--- config.mk ---
export PLATFORM = sky130hd
export DESIGN_NAME = edge_interval_meas_msdsl
export DESIGN_NICKNAME = d
export VERILOG_FILES = /design/src/rtl/edge_meas_pkg.sv /design/src/rtl/sat_counter_msdsl.sv /design/src/rtl/edge_interval_meas_msdsl.sv
export SDC_FILE = /design/constraint.sdc
export NUM_CORES = 1
export LEC_CHECK = 0
export ABC_AREA = 1
export BUFFER_PORTS_ARGS = -buffer_cell sky130_fd_sc_hd__buf_2
export CAP_MARGIN = 0
export CORE_MARGIN = 1
export CORE_UTILIZATION = 45
export CTS_BUF_LIST = sky130_fd_sc_hd__clkbuf_4 sky130_fd_sc_hd__clkbuf_8
export DETAILED_ROUTE_END_ITERATION = 8
export GPL_TIMING_DRIVEN = 0
export SKIP_LAST_GASP = 1
export SLEW_MARGIN = 10
export SYNTH_ARGS = -nofsm -noshare
export SYNTH_HDL_FRONTEND = slang
export SYNTH_HIERARCHICAL = 1
export SYNTH_SLANG_ARGS = --single-unit
--- constraint.sdc ---
create_clock -name clk -period 2.48 [get_ports clk]
set_clock_uncertainty 0.2 [all_clocks]
set_input_delay 0.124 -clock clk [delete_from_list [all_inputs] [get_ports clk]]
set_output_delay 0.124 -clock clk [all_outputs]
set_load 0.01 [all_outputs]
--- src/rtl/edge_meas_pkg.sv ---
// Shared types and helpers for the edge-interval measurement block.
// Holds the FSM state encoding and the counter saturation value.
// No ports; imported by edge_interval_meas_msdsl and sat_counter_msdsl.
package edge_meas_pkg;

  typedef enum logic [1:0] {
    IDLE       = 2'd0,
    WAIT_FIRST = 2'd1,
    MEASURE    = 2'd2
  } meas_state_t;

  // All-ones value for a counter of the given width (callers truncate to width).
  function automatic logic [63:0] sat_value(input int unsigned width);
    logic [63:0] one;
    one = 64'd1;
    return (one << width) - one;
  endfunction

endpackage

--- src/rtl/sat_counter_msdsl.sv ---
// Saturating interval counter: load-to-one, increment, clear, at-max flag.
// Latency: count updates on the clock edge after the command; at_max_o is combinational from the count.
// Backpressure: none; commands are applied every cycle.
// Ports: clk, rst (sync, active-high), clr_i, load_one_i, inc_i, cnt_o[WIDTH], at_max_o.
module sat_counter_msdsl
  import edge_meas_pkg::*;
#(
  parameter int WIDTH = 16
) (
  input  logic             clk,
  input  logic             rst,
  input  logic             clr_i,
  input  logic             load_one_i,
  input  logic             inc_i,
  output logic [WIDTH-1:0] cnt_o,
  output logic             at_max_o
);

  localparam logic [WIDTH-1:0] SAT_VAL = WIDTH'(sat_value(WIDTH));

  logic [WIDTH-1:0] cnt_q;
  logic [WIDTH-1:0] cnt_d;

  assign at_max_o = (cnt_q == SAT_VAL);
  assign cnt_o    = cnt_q;

  // Load wins over increment; increment holds at the saturation value.
  always_comb begin
    cnt_d = cnt_q;
    if (clr_i) begin
      cnt_d = '0;
    end else if (load_one_i) begin
      cnt_d = WIDTH'(1);
    end else if (inc_i && !at_max_o) begin
      cnt_d = cnt_q + WIDTH'(1);
    end
  end

  always_ff @(posedge clk) begin
    if (rst) begin
      cnt_q <= '0;
    end else begin
      cnt_q <= cnt_d;
    end
  end

endmodule

--- src/rtl/edge_interval_meas_msdsl.sv ---
// Measures clk cycles between successive edge pulses and emits each interval as a sample.
// Latency: a capture in cycle t is visible on out_valid/out_interval at cycle t+1.
// Backpressure: one holding register; a capture while it is full and not popped is dropped (dropped pulse).
// Ports: clk, rst (sync, active-high), edge_in, arm, out_ready in;
//        out_valid, out_interval[WIDTH], out_ovf, busy, dropped out.
module edge_interval_meas_msdsl
  import edge_meas_pkg::*;
#(
  parameter int WIDTH       = 16,
  parameter int SINGLE_SHOT = 0
) (
  input  logic             clk,
  input  logic             rst,
  input  logic             edge_in,
  input  logic             arm,
  output logic             out_valid,
  input  logic             out_ready,
  output logic [WIDTH-1:0] out_interval,
  output logic             out_ovf,
  output logic             busy,
  output logic             dropped
);

  localparam logic [WIDTH-1:0] SAT_VAL = WIDTH'(sat_value(WIDTH));

  meas_state_t      state_q, state_d;
  logic             valid_q, valid_d;
  logic [WIDTH-1:0] interval_q, interval_d;
  logic             ovf_q, ovf_d;
  logic             busy_q, busy_d;
  logic             dropped_q, dropped_d;

  logic [WIDTH-1:0] cnt;
  logic             cnt_at_max;
  logic             cnt_clr, cnt_load_one, cnt_inc;
  logic             capture;
  logic [WIDTH-1:0] cap_interval;
  logic             cap_ovf;
  logic             pop;

  sat_counter_msdsl #(.WIDTH(WIDTH)) u_cnt (
    .clk        (clk),
    .rst        (rst),
    .clr_i      (cnt_clr),
    .load_one_i (cnt_load_one),
    .inc_i      (cnt_inc),
    .cnt_o      (cnt),
    .at_max_o   (cnt_at_max)
  );

  // FSM: in IDLE an edge coinciding with arm is ignored because the first
  // reference edge is only accepted from WAIT_FIRST.
  always_comb begin
    state_d      = state_q;
    cnt_clr      = 1'b0;
    cnt_load_one = 1'b0;
    cnt_inc      = 1'b0;
    capture      = 1'b0;
    cap_interval = cnt;
    cap_ovf      = 1'b0;
    case (state_q)
      IDLE: begin
        cnt_clr = 1'b1;
        if (arm) state_d = WAIT_FIRST;
      end
      WAIT_FIRST: begin
        if (!arm) begin
          state_d = IDLE;
        end else if (edge_in) begin
          cnt_load_one = 1'b1;
          state_d      = MEASURE;
        end
      end
      MEASURE: begin
        if (!arm) begin
          cnt_clr = 1'b1;
          state_d = IDLE;
        end else if (edge_in) begin
          capture = 1'b1;
          if (SINGLE_SHOT != 0) begin
            state_d = IDLE;
          end else begin
            cnt_load_one = 1'b1;
          end
        end else if (cnt_at_max) begin
          // Timeout: no closing edge within the counter range.
          capture      = 1'b1;
          cap_interval = SAT_VAL;
          cap_ovf      = 1'b1;
          state_d      = WAIT_FIRST;
        end else begin
          cnt_inc = 1'b1;
        end
      end
      default: state_d = IDLE;
    endcase
  end

  // Holding register: a same-cycle pop frees the slot for the new capture.
  always_comb begin
    pop        = valid_q && out_ready;
    valid_d    = valid_q && !pop;
    interval_d = interval_q;
    ovf_d      = ovf_q;
    dropped_d  = 1'b0;
    if (capture) begin
      if (!valid_q || pop) begin
        valid_d    = 1'b1;
        interval_d = cap_interval;
        ovf_d      = cap_ovf;
      end else begin
        dropped_d = 1'b1;
      end
    end
    busy_d = (state_d != IDLE);
  end

  always_ff @(posedge clk) begin
    if (rst) begin
      state_q    <= IDLE;
      valid_q    <= 1'b0;
      interval_q <= '0;
      ovf_q      <= 1'b0;
      busy_q     <= 1'b0;
      dropped_q  <= 1'b0;
    end else begin
      state_q    <= state_d;
      valid_q    <= valid_d;
      interval_q <= interval_d;
      ovf_q      <= ovf_d;
      busy_q     <= busy_d;
      dropped_q  <= dropped_d;
    end
  end

  assign out_valid    = valid_q;
  assign out_interval = interval_q;
  assign out_ovf      = ovf_q;
  assign busy         = busy_q;
  assign dropped      = dropped_q;

endmodule

==> flow_summary.yaml, run 1 <==
route:
  wirelength_um: 3920
  wl_per_cell_um: 10.21
  drt_iter0_markers: 67
  ant_nets: 0
  via_per_inst: 4.529
  dr_total_vias: 1739
  drc: 0
  first_pass_iters: 4
synth:
  synthMostInstantiatedCell: "nand2_1"
  ys_ff_latch: 38
  ys_top_cells_by_area: "dfxtp_1, nand2_1, nor2_1, inv_1, ha_1"
  synthesis.nets: 311
  synth_edf_count: 0
  postSynthCellCount: 301
  yosysWarnings: 6
  synthTopCellsByCount: "nand2_1, nor2_1, inv_1, dfxtp_1"
  synth.distinct_cells: 28
  synth_top_area_frac: 0.3788
  synth-seq-area-share: 0.3788
  avgSynthCellArea_um2: 6.672
  async_flop_share: 0
  ys.flop_type: "dfxtp_1"
  syn_area_mm2: 0.002008
  synth_largest_area_cell: "dfxtp_1"
run:
  cap_violations: 0
timing:
  grt_setup_unrepaired: "false"
  finalWorstSetupSlack_ns: 0.2552
  relSlewSlack: 0.7491
  period_share: 0.8971
  hold_ws_ns: 0.05312
  setup_tns_ns: 0
  setup_viol: 0
  fmax_mhz: 449.5
  tightest_slew_ns: 0.3755
  finalCriticalPeriod_ns: 2.225
  hold_viol_final: 0
  final_max_slew_viol_count: 0
layout:
  area_growth_syn_to_layout_pct: 14.58
  final_cell_area_mm2: 0.002301
  drive_gt1_frac: 0.1766
  fin_cells: 384
  final_nets: 343
  n_antenna_cell: 0
  utilization: 0.5553
clock_network:
  clk_pin_slew_ns: 0.07
  htreeDepth: 2
  clkSinkCount: 38
  tritoncts: "done"
  numCtsBuffers: 5
  cts_root_buffer: "clkbuf_8"
  cts.path.max_buffers: 2
  clk_latency_ns: 0.29
worst_setup_path:
  slowest_delay_ns: 0.36
  cp-start-kind: "register"
  critPathBufInv: 2
  path_class: "register to register"
  crit_chain: "ha_1, nand2_1, nor2_2, nand2_4, nor2_4, nor3_2, inv_1, nor2_2, buf_6, nand2_1, a21oi_1"
  critPathRequiredTime_ns: 2.50
  critPathCaptureType: "register"
  slowest_stage: "dfxtp_1"
  critPathMaxFanout: 10
  cp_top_family: "simple AND/OR/NAND/NOR gates"
  cp.arrival_ns: 2.25
floorplanning:
  start_util: 0.4846
  fp-row-count: 23
  io-pin-count: 25
  core_mm2: 0.004144
  die-area_mm2: 0.004733
  die_h_um: 68.80
  die_w_um: 68.80
global_route:
  grt.total_usage: 0.1899
  antenna_found_initial: 0
  grt_first_pass_wirelength_um: 6506
  grt_pass1_vias: 1449
  grt_max_degree: 12
  gr-total-overflow: 0
worst_hold_path:
  hold_path.class: "primary input to register"
pwr:
  power.density_mw_per_mm2: 492.6
  power.total_mw: 1.133
  power.leakage_nw: 1.170
  vdd_ir_drop_max_uv: 301.8
placed_design:
  hpwl_um: 2840
  pre_cts_slack_ns: 0.08977
  postPlaceCellArea_mm2: 0.002191
  gp_congestion: 0.8205
  io_buffers: 24
  place_inst: 375
run_status:
  status: "complete, no violations"
[tightest hold or removal path, stage by stage]
cell and delay [ns]:
buf_2 0.07, inv_1 0.03, nand2_1 0.20, nor3_1 0.08
[cell families after synthesis]
group	Yosys count	share of synthesized area
and+or+nand+nor	184	0.4012
buffers and inverters	49	0.1047
DFF	38	0.3788
AOI/OAI and AO/OA	18	0.05358
xor gates and xnor gates	7	0.03053
adders and majority gates	5	0.03115
[cells in the final DEF, fill, tap and decap left out, types with 2 or more instances in the layout]
cell type	synthesis	layout
xnor2_1	2	2
xor2_1	5	5
o21ai_0	3	3
nand2_4	3	3
buf_2	0	24
nor3_1	3	2
nand2_2	4	4
a21oi_1	11	11
nand2_1	94	94
nor2_2	7	7
nor2_4	3	3
dfxtp_1	38	38
inv_1	43	43
nor2_1	54	54
buf_6	3	3
ha_1	5	5
nand3_1	11	11
clkbuf_8	0	6
[final timing paths]
kind	slack, ns	end	start	cells after the start
max	0.26	u_cnt/cnt_o[3]$_SDFFE_PP0P_	u_cnt/cnt_o[0]$_SDFFE_PP0P_	11
min	0.05	dropped$_SDFF_PP0_	out_ready	4
max reg2reg	0.26	u_cnt/cnt_o[3]$_SDFFE_PP0P_	u_cnt/cnt_o[0]$_SDFFE_PP0P_	11
min reg2reg	0.28	out_ovf$_SDFFE_PP0P_	out_ovf$_SDFFE_PP0P_	2
[final cells by class]
cell class	count	area, um2
fillers	428	1843
multi-input cells	214	1042
flip-flops and latches	38	760.7
inverters	45	168.9
repair buffers	25	130.1
clock buffers	7	90.09
well taps	50	62.56
plain buffers	4	41.29
clock inverters	1	5.005
[state kept, by name, summed over array words and instances (netlist names)]
signal and cells:
u_cnt/cnt_o 16, state_q 2, dropped 1, out_valid 1
out_ovf 1, out_interval 16, busy 1
[repair_timing]
item	CTS	global route
hold buffers	1	0
gates resized for setup	0	1
buffers inserted	0	0
hold endpoints to repair	3	0
endpoints found under the setup margin	0	14
[routing by layer]
| layer | up-vias | wire [um] | global-route usage |
|---|---|---|---|
| met4 | 0 | 74 | 0.08418 |
| li1 | 967 | - | - |
| met3 | 7 | 106 | 0.03947 |
| met5 | - | 0 | 0 |
| met2 | 23 | 1697 | 0.2941 |
| met1 | 742 | 2041 | 0.2527 |
[where the power goes]
group	leakage, nW	internal, mW	switching (mW)
combinational	0.812	0.0232	0.0412
sequential	0.307	0.616	0.00379
clock	0.0517	0.235	0.214
Power figures use the tool's default switching activity.
==> inputs of run 2 (changes only) <==
- CORE_ASPECT_RATIO: not set -> 1.75
==> run 2 against run 1 <==
Against the previous run: global-route usage up 0.92 points; first-iteration DRC count down 55%; via count is 1.3% higher; combinational power shrank 0.8%; count of clock-buffer cells in the layout down 1; wire length up 7.0%; critical path depth stayed put; clock power is essentially flat; sequential share of layout area hardly changed.
==> flow_summary.yaml, run 2 (synthesized netlist as in run 1, its figures left out) <==
pwr:
  vdd_ir_drop_max_uv: 486.0
  power.density_mw_per_mm2: 492.8
  power.leakage_nw: 1.165
clock_network:
  clk_latency_ns: 0.29
  numCtsBuffers: 5
  cts.path.max_buffers: 2
  clkSinkCount: 38
  htreeDepth: 2
  clk_pin_slew_ns: 0.07
  cts_root_buffer: "clkbuf_8"
  tritoncts: "done"
  post_cts_buffers: 0
run_status:
  status: "complete, no violations"
timing:
  finalWorstSetupSlack_ns: 0.2662
  relSlewSlack: 0.7622
  grt_setup_unrepaired: "false"
  period_share: 0.8927
  hold_ws_ns: 0.06141
  setup_tns_ns: 0
  setup_viol: 0
  finalCriticalPeriod_ns: 2.214
  fmax_mhz: 451.7
  final_max_slew_viol_count: 0
  hold_viol_final: 0
  tightest_slew_ns: 0.3559
worst_setup_path:
  slowest_delay_ns: 0.37
  cp-start-kind: "register"
  critPathRequiredTime_ns: 2.50
  crit_chain: "ha_1, nand2_1, nor2_2, nand2_4, nor2_4, nor3_2, inv_1, nor2_2, buf_6, nand2_1, a21oi_1"
  slowest_stage: "dfxtp_1"
  path_class: "register to register"
  r2r_slack_ns: 0.27
  critPathCaptureType: "register"
  cp.arrival_ns: 2.24
  critPathMaxFanout: 10
route:
  dr_total_vias: 1761
  wl_per_cell_um: 10.95
  ant_nets: 0
  drc: 0
  wirelength_um: 4195
  via_per_inst: 4.598
  drt_iter0_markers: 30
  first_pass_iters: 4
global_route:
  grt_max_degree: 13
  antenna_found_initial: 0
  gr-total-overflow: 0
  grt_first_pass_wirelength_um: 7038
  grt.total_usage: 0.1990
  grt_pass1_vias: 1644
floorplanning:
  core_mm2: 0.004189
  die_h_um: 90.37
  io-pin-count: 25
  die_w_um: 52.50
  die-area_mm2: 0.004744
  start_util: 0.4794
  fp-row-count: 31
run:
  cap_violations: 0
placed_design:
  io_buffers: 24
  hpwl_um: 3164
  gp_congestion: 0.8676
  pre_cts_slack_ns: 0.07422
  place_inst: 374
layout:
  final_common_cell: "nand2_1"
  fin_cells: 383
  final_cell_mix: "nand2_1, nor2_1, inv_1"
  final_nets: 343
  drive_gt1_frac: 0.1766
  area_growth_syn_to_layout_pct: 14.52
  n_antenna_cell: 0
worst_hold_path:
  hold_path.class: "primary input to register"
==> run 2: cell count changes in the layout (fill, tap and decap cells not counted) <==
cell / before / now
clkinvlp_4: 0 / 1
clkbuf_4: 1 / 0
==> run 2: path summary, 6_finish.rpt <==
check                         startpoint                           to  cells past startpoint
min                                  arm        state_q[0]$_SDFF_PP0_                      5
max          u_cnt/cnt_o[0]$_SDFFE_PP0P_  u_cnt/cnt_o[7]$_SDFFE_PP0P_                     11
max reg2reg  u_cnt/cnt_o[0]$_SDFFE_PP0P_  u_cnt/cnt_o[7]$_SDFFE_PP0P_                     11
min reg2reg         out_ovf$_SDFFE_PP0P_         out_ovf$_SDFFE_PP0P_                      2
==> run 2: report_power, final <==
| part | leakage, nW | internal (mW) | switching (mW) |
|---|---|---|---|
| Clock | 0.0472 | 0.223 | 0.226 |
| Sequential | 0.307 | 0.616 | 0.00402 |
| Combinational | 0.812 | 0.0232 | 0.0406 |
| Total | 1.17 | 0.863 | 0.271 |
==> run 2: repair_timing <==
item | 4_1_cts | 5_1_grt
hold endpoints to repair | 3 | 0
setup endpoints to repair | 0 | 15
resized for setup | 0 | 1
hold buffers | 1 | 0
==> run 2: area by class of cell <==
class                           count  area [um2]
Buffer                              4       41.29
Sequential cell                    38       760.7
Fill cell                         447        1889
Clock inverter                      2       12.51
Tap cell                           49       61.31
Inverter                           45       168.9
Clock buffer                        6       82.58
Multi-Input combinational cell    214        1042
Timing Repair Buffer               25       130.1
==> run 2: critical path, delay by kind of cell (launching register included) <==
family,cells,cell delay [ns]
AO/OA/AOI/OAI,1,0.12
adder cells (fa/ha/maj),1,0.26
buffers and inverters,2,0.31
flip-flops,1,0.37
AND/OR/NAND/NOR,7,0.90
==> run 2: through the flow <==
step / utilization / total power [mW] / instance area [um2]
final: 0.5490 / 1.133 / 2300
after global routing: 0.5490 / 1.184 / 2300
after CTS: 0.5478 / 1.146 / 2295
after detailed placement: 0.5227 / 0.6978 / 2190
after global placement: 0.5227 / 0.6982 / 2190
after floorplan: - / 0.6762 / 2008
==> run 2: layer usage <==
| layer | track usage | up-vias | routed length (um) |
|---|---|---|---|
| met1 | 0.1919 | 772 | 1677 |
| met2 | 0.3745 | 24 | 2340 |
| met5 | 0 | - | 0 |
| met4 | 0.08553 | 0 | 74 |
| met3 | 0.04377 | 5 | 102 |
| li1 | - | 960 | - |
==> inputs of run 3 (changes only) <==
- PLACE_DENSITY: not set -> 0.67
- clock period: 2.48 -> 2 ns (I/O delays scaled with it)
==> run 3 against run 2 <==
Against the previous run: utilization is 6.2 points higher; count of clock-buffer cells in the layout stayed put; critical path type unchanged; hold slack worse by 0.019 ns.
==> flow_summary.yaml, run 3 (synthesized netlist as in run 1, its figures left out) <==
run_status:
  status: "complete, no violations"
layout:
  area_growth_syn_to_layout_pct: 27.48
  final_nets: 356
  final_cell_mix: "nand2_1, nor2_1, inv_1"
  final_cell_area_mm2: 0.002560
  utilization: 0.6111
  n_antenna_cell: 0
  drive_gt1_frac: 0.3121
  final_common_cell: "nand2_1"
  nFillCells: 411
route:
  via_per_inst: 4.795
  dr_total_vias: 1894
  drt_iter0_markers: 46
  wl_per_cell_um: 11.45
  drc: 0
  wirelength_um: 4524
  ant_nets: 0
  first_pass_iters: 6
worst_setup_path:
  critPathCaptureType: "register"
  path_class: "register to register"
  critPathRequiredTime_ns: 1.99
  cp.arrival_ns: 1.94
  r2r_cells: 11
  rr_startpoint: "u_cnt/cnt_o[1]$_SDFFE_PP0P_"
  r2r_slack_ns: 0.05
  cp-start-kind: "register"
  rr_endpoint: "out_interval[3]$_SDFFE_PP0P_"
  critPathMaxFanout: 6
clock_network:
  htreeDepth: 2
  tritoncts: "done"
  cts_root_buffer: "clkbuf_8"
  clkSinkCount: 38
  clk_latency_ns: 0.29
  clk_pin_slew_ns: 0.07
  numCtsBuffers: 5
  cts.path.max_buffers: 2
global_route:
  grt_max_degree: 12
  grt_first_pass_wirelength_um: 7410
  grt_pass1_vias: 1729
  gr-total-overflow: 0
  grt.total_usage: 0.2096
  antenna_found_initial: 0
worst_hold_path:
  hold_path.class: "primary input to register"
  hold_end: "dropped$_SDFF_PP0_"
  whs_path_depth: 4
  hp-start: "out_ready"
timing:
  fmax_mhz: 512.0
  setup_viol: 0
  relSlewSlack: 0.7908
  grt_setup_unrepaired: "true"
  period_share: 0.9765
  final_max_slew_viol_count: 0
  finalCriticalPeriod_ns: 1.953
  tightest_slew_ns: 0.3126
  hold_viol_final: 0
  hold_ws_ns: 0.04196
floorplanning:
  die_h_um: 90.37
  die_w_um: 52.50
  start_util: 0.4794
  die-area_mm2: 0.004744
  fp-row-count: 31
  io-pin-count: 25
  core_mm2: 0.004189
pwr:
  power.density_mw_per_mm2: 594.1
  power.total_mw: 1.521
  vdd_ir_drop_max_uv: 425.3
  power.leakage_nw: 1.243
run:
  cap_violations: 0
placed_design:
  postPlaceCellArea_mm2: 0.002195
  gp_congestion: 0.8752
  hpwl_um: 3047
  io_buffers: 24
-- run 3: changes by cell type in the layout (fill, tap and decap cells not counted), sizes merged --
| cell | before | now |
|---|---|---|
| clkinv | 2 | 1 |
| bufinv | 0 | 1 |
| buf | 28 | 41 |
| clkinvlp | 1 | 0 |
-- run 3: final cells by class --
| type | count | area [um2] | area share |
|---|---|---|---|
| Multi-Input combinational cell | 214 | 1149 | 0.4487 |
| Sequential cell | 38 | 788.3 | 0.3079 |
| Timing Repair Buffer | 38 | 239.0 | 0.09335 |
| Inverter | 45 | 168.9 | 0.06598 |
| Buffer | 4 | 41.29 | 0.01613 |
| Clock inverter | 1 | 30.03 | 0.01173 |
| Clock buffer | 6 | 82.58 | 0.03226 |
| Tap cell | 49 | 61.31 | 0.02395 |
-- run 3: how the worst max path moves through the flow --
stage,start,end,slack [ns],depth (start not counted)
floorplan,u_cnt/cnt_o[0]$_SDFFE_PP0P_,u_cnt/cnt_o[12]$_SDFFE_PP0P_,0.02,13
global placement,u_cnt/cnt_o[0]$_SDFFE_PP0P_,u_cnt/cnt_o[14]$_SDFFE_PP0P_,-0.13,11
detailed placement,u_cnt/cnt_o[0]$_SDFFE_PP0P_,u_cnt/cnt_o[4]$_SDFFE_PP0P_,-0.17,11
CTS,state_q[1]$_SDFF_PP0_,u_cnt/cnt_o[4]$_SDFFE_PP0P_,0.006,8
global route,u_cnt/cnt_o[1]$_SDFFE_PP0P_,out_interval[7]$_SDFFE_PP0P_,-0.06,11
finish,u_cnt/cnt_o[1]$_SDFFE_PP0P_,out_interval[3]$_SDFFE_PP0P_,0.05,11
-- run 3: repair_timing --
action / CTS / global route
buffers inserted: 7 / 5
endpoints found under the hold margin: 3 / 0
gates resized for setup: 17 / 39
pin swaps: 5 / 6
cloned: 1 / 0
hold buffers: 1 / 0
setup endpoints to repair: 32 / 35
-- run 3: where the power goes --
group	leakage [nW]	switching [mW]	total, mW	internal, mW
sequential	0.316	0.00550	0.766	0.760
clock	0.0573	0.268	0.667	0.399
combinational	0.870	0.0554	0.0883	0.0329
-- run 3: stage by stage --
| stage | TNS (ns) | worst slack [ns] | instances |
|---|---|---|---|
| 2_1_floorplan | 0 | 0.02499 | 301 |
| 3_3_place_gp | -3.015 | -0.1315 | 374 |
| 3_5_place_dp | -3.634 | -0.1687 | 374 |
| 4_1_cts | 0 | 0.006009 | 390 |
| 5_1_grt | -0.7408 | -0.05762 | 395 |
| 6_report | 0 | 0.04691 | 395 |
-- run 3: routing by layer --
layer  global-route usage  share of wire
met5                    0              0
met4               0.1096          0.035
met3              0.03199          0.029
met2               0.3956           0.57
met1               0.2002           0.37
-- run 3: critical path: stages (launching register included) --
cell	delay, ns
dfxtp_4	0.38
ha_4	0.14
nand2_2	0.06
nor2_4	0.10
nand2_4	0.07
nor2_4	0.22
nor2_4	0.06
nor2_4	0.16
nand3_4	0.15
buf_6	0.18
nor2_2	0.08
nor2_1	0.05
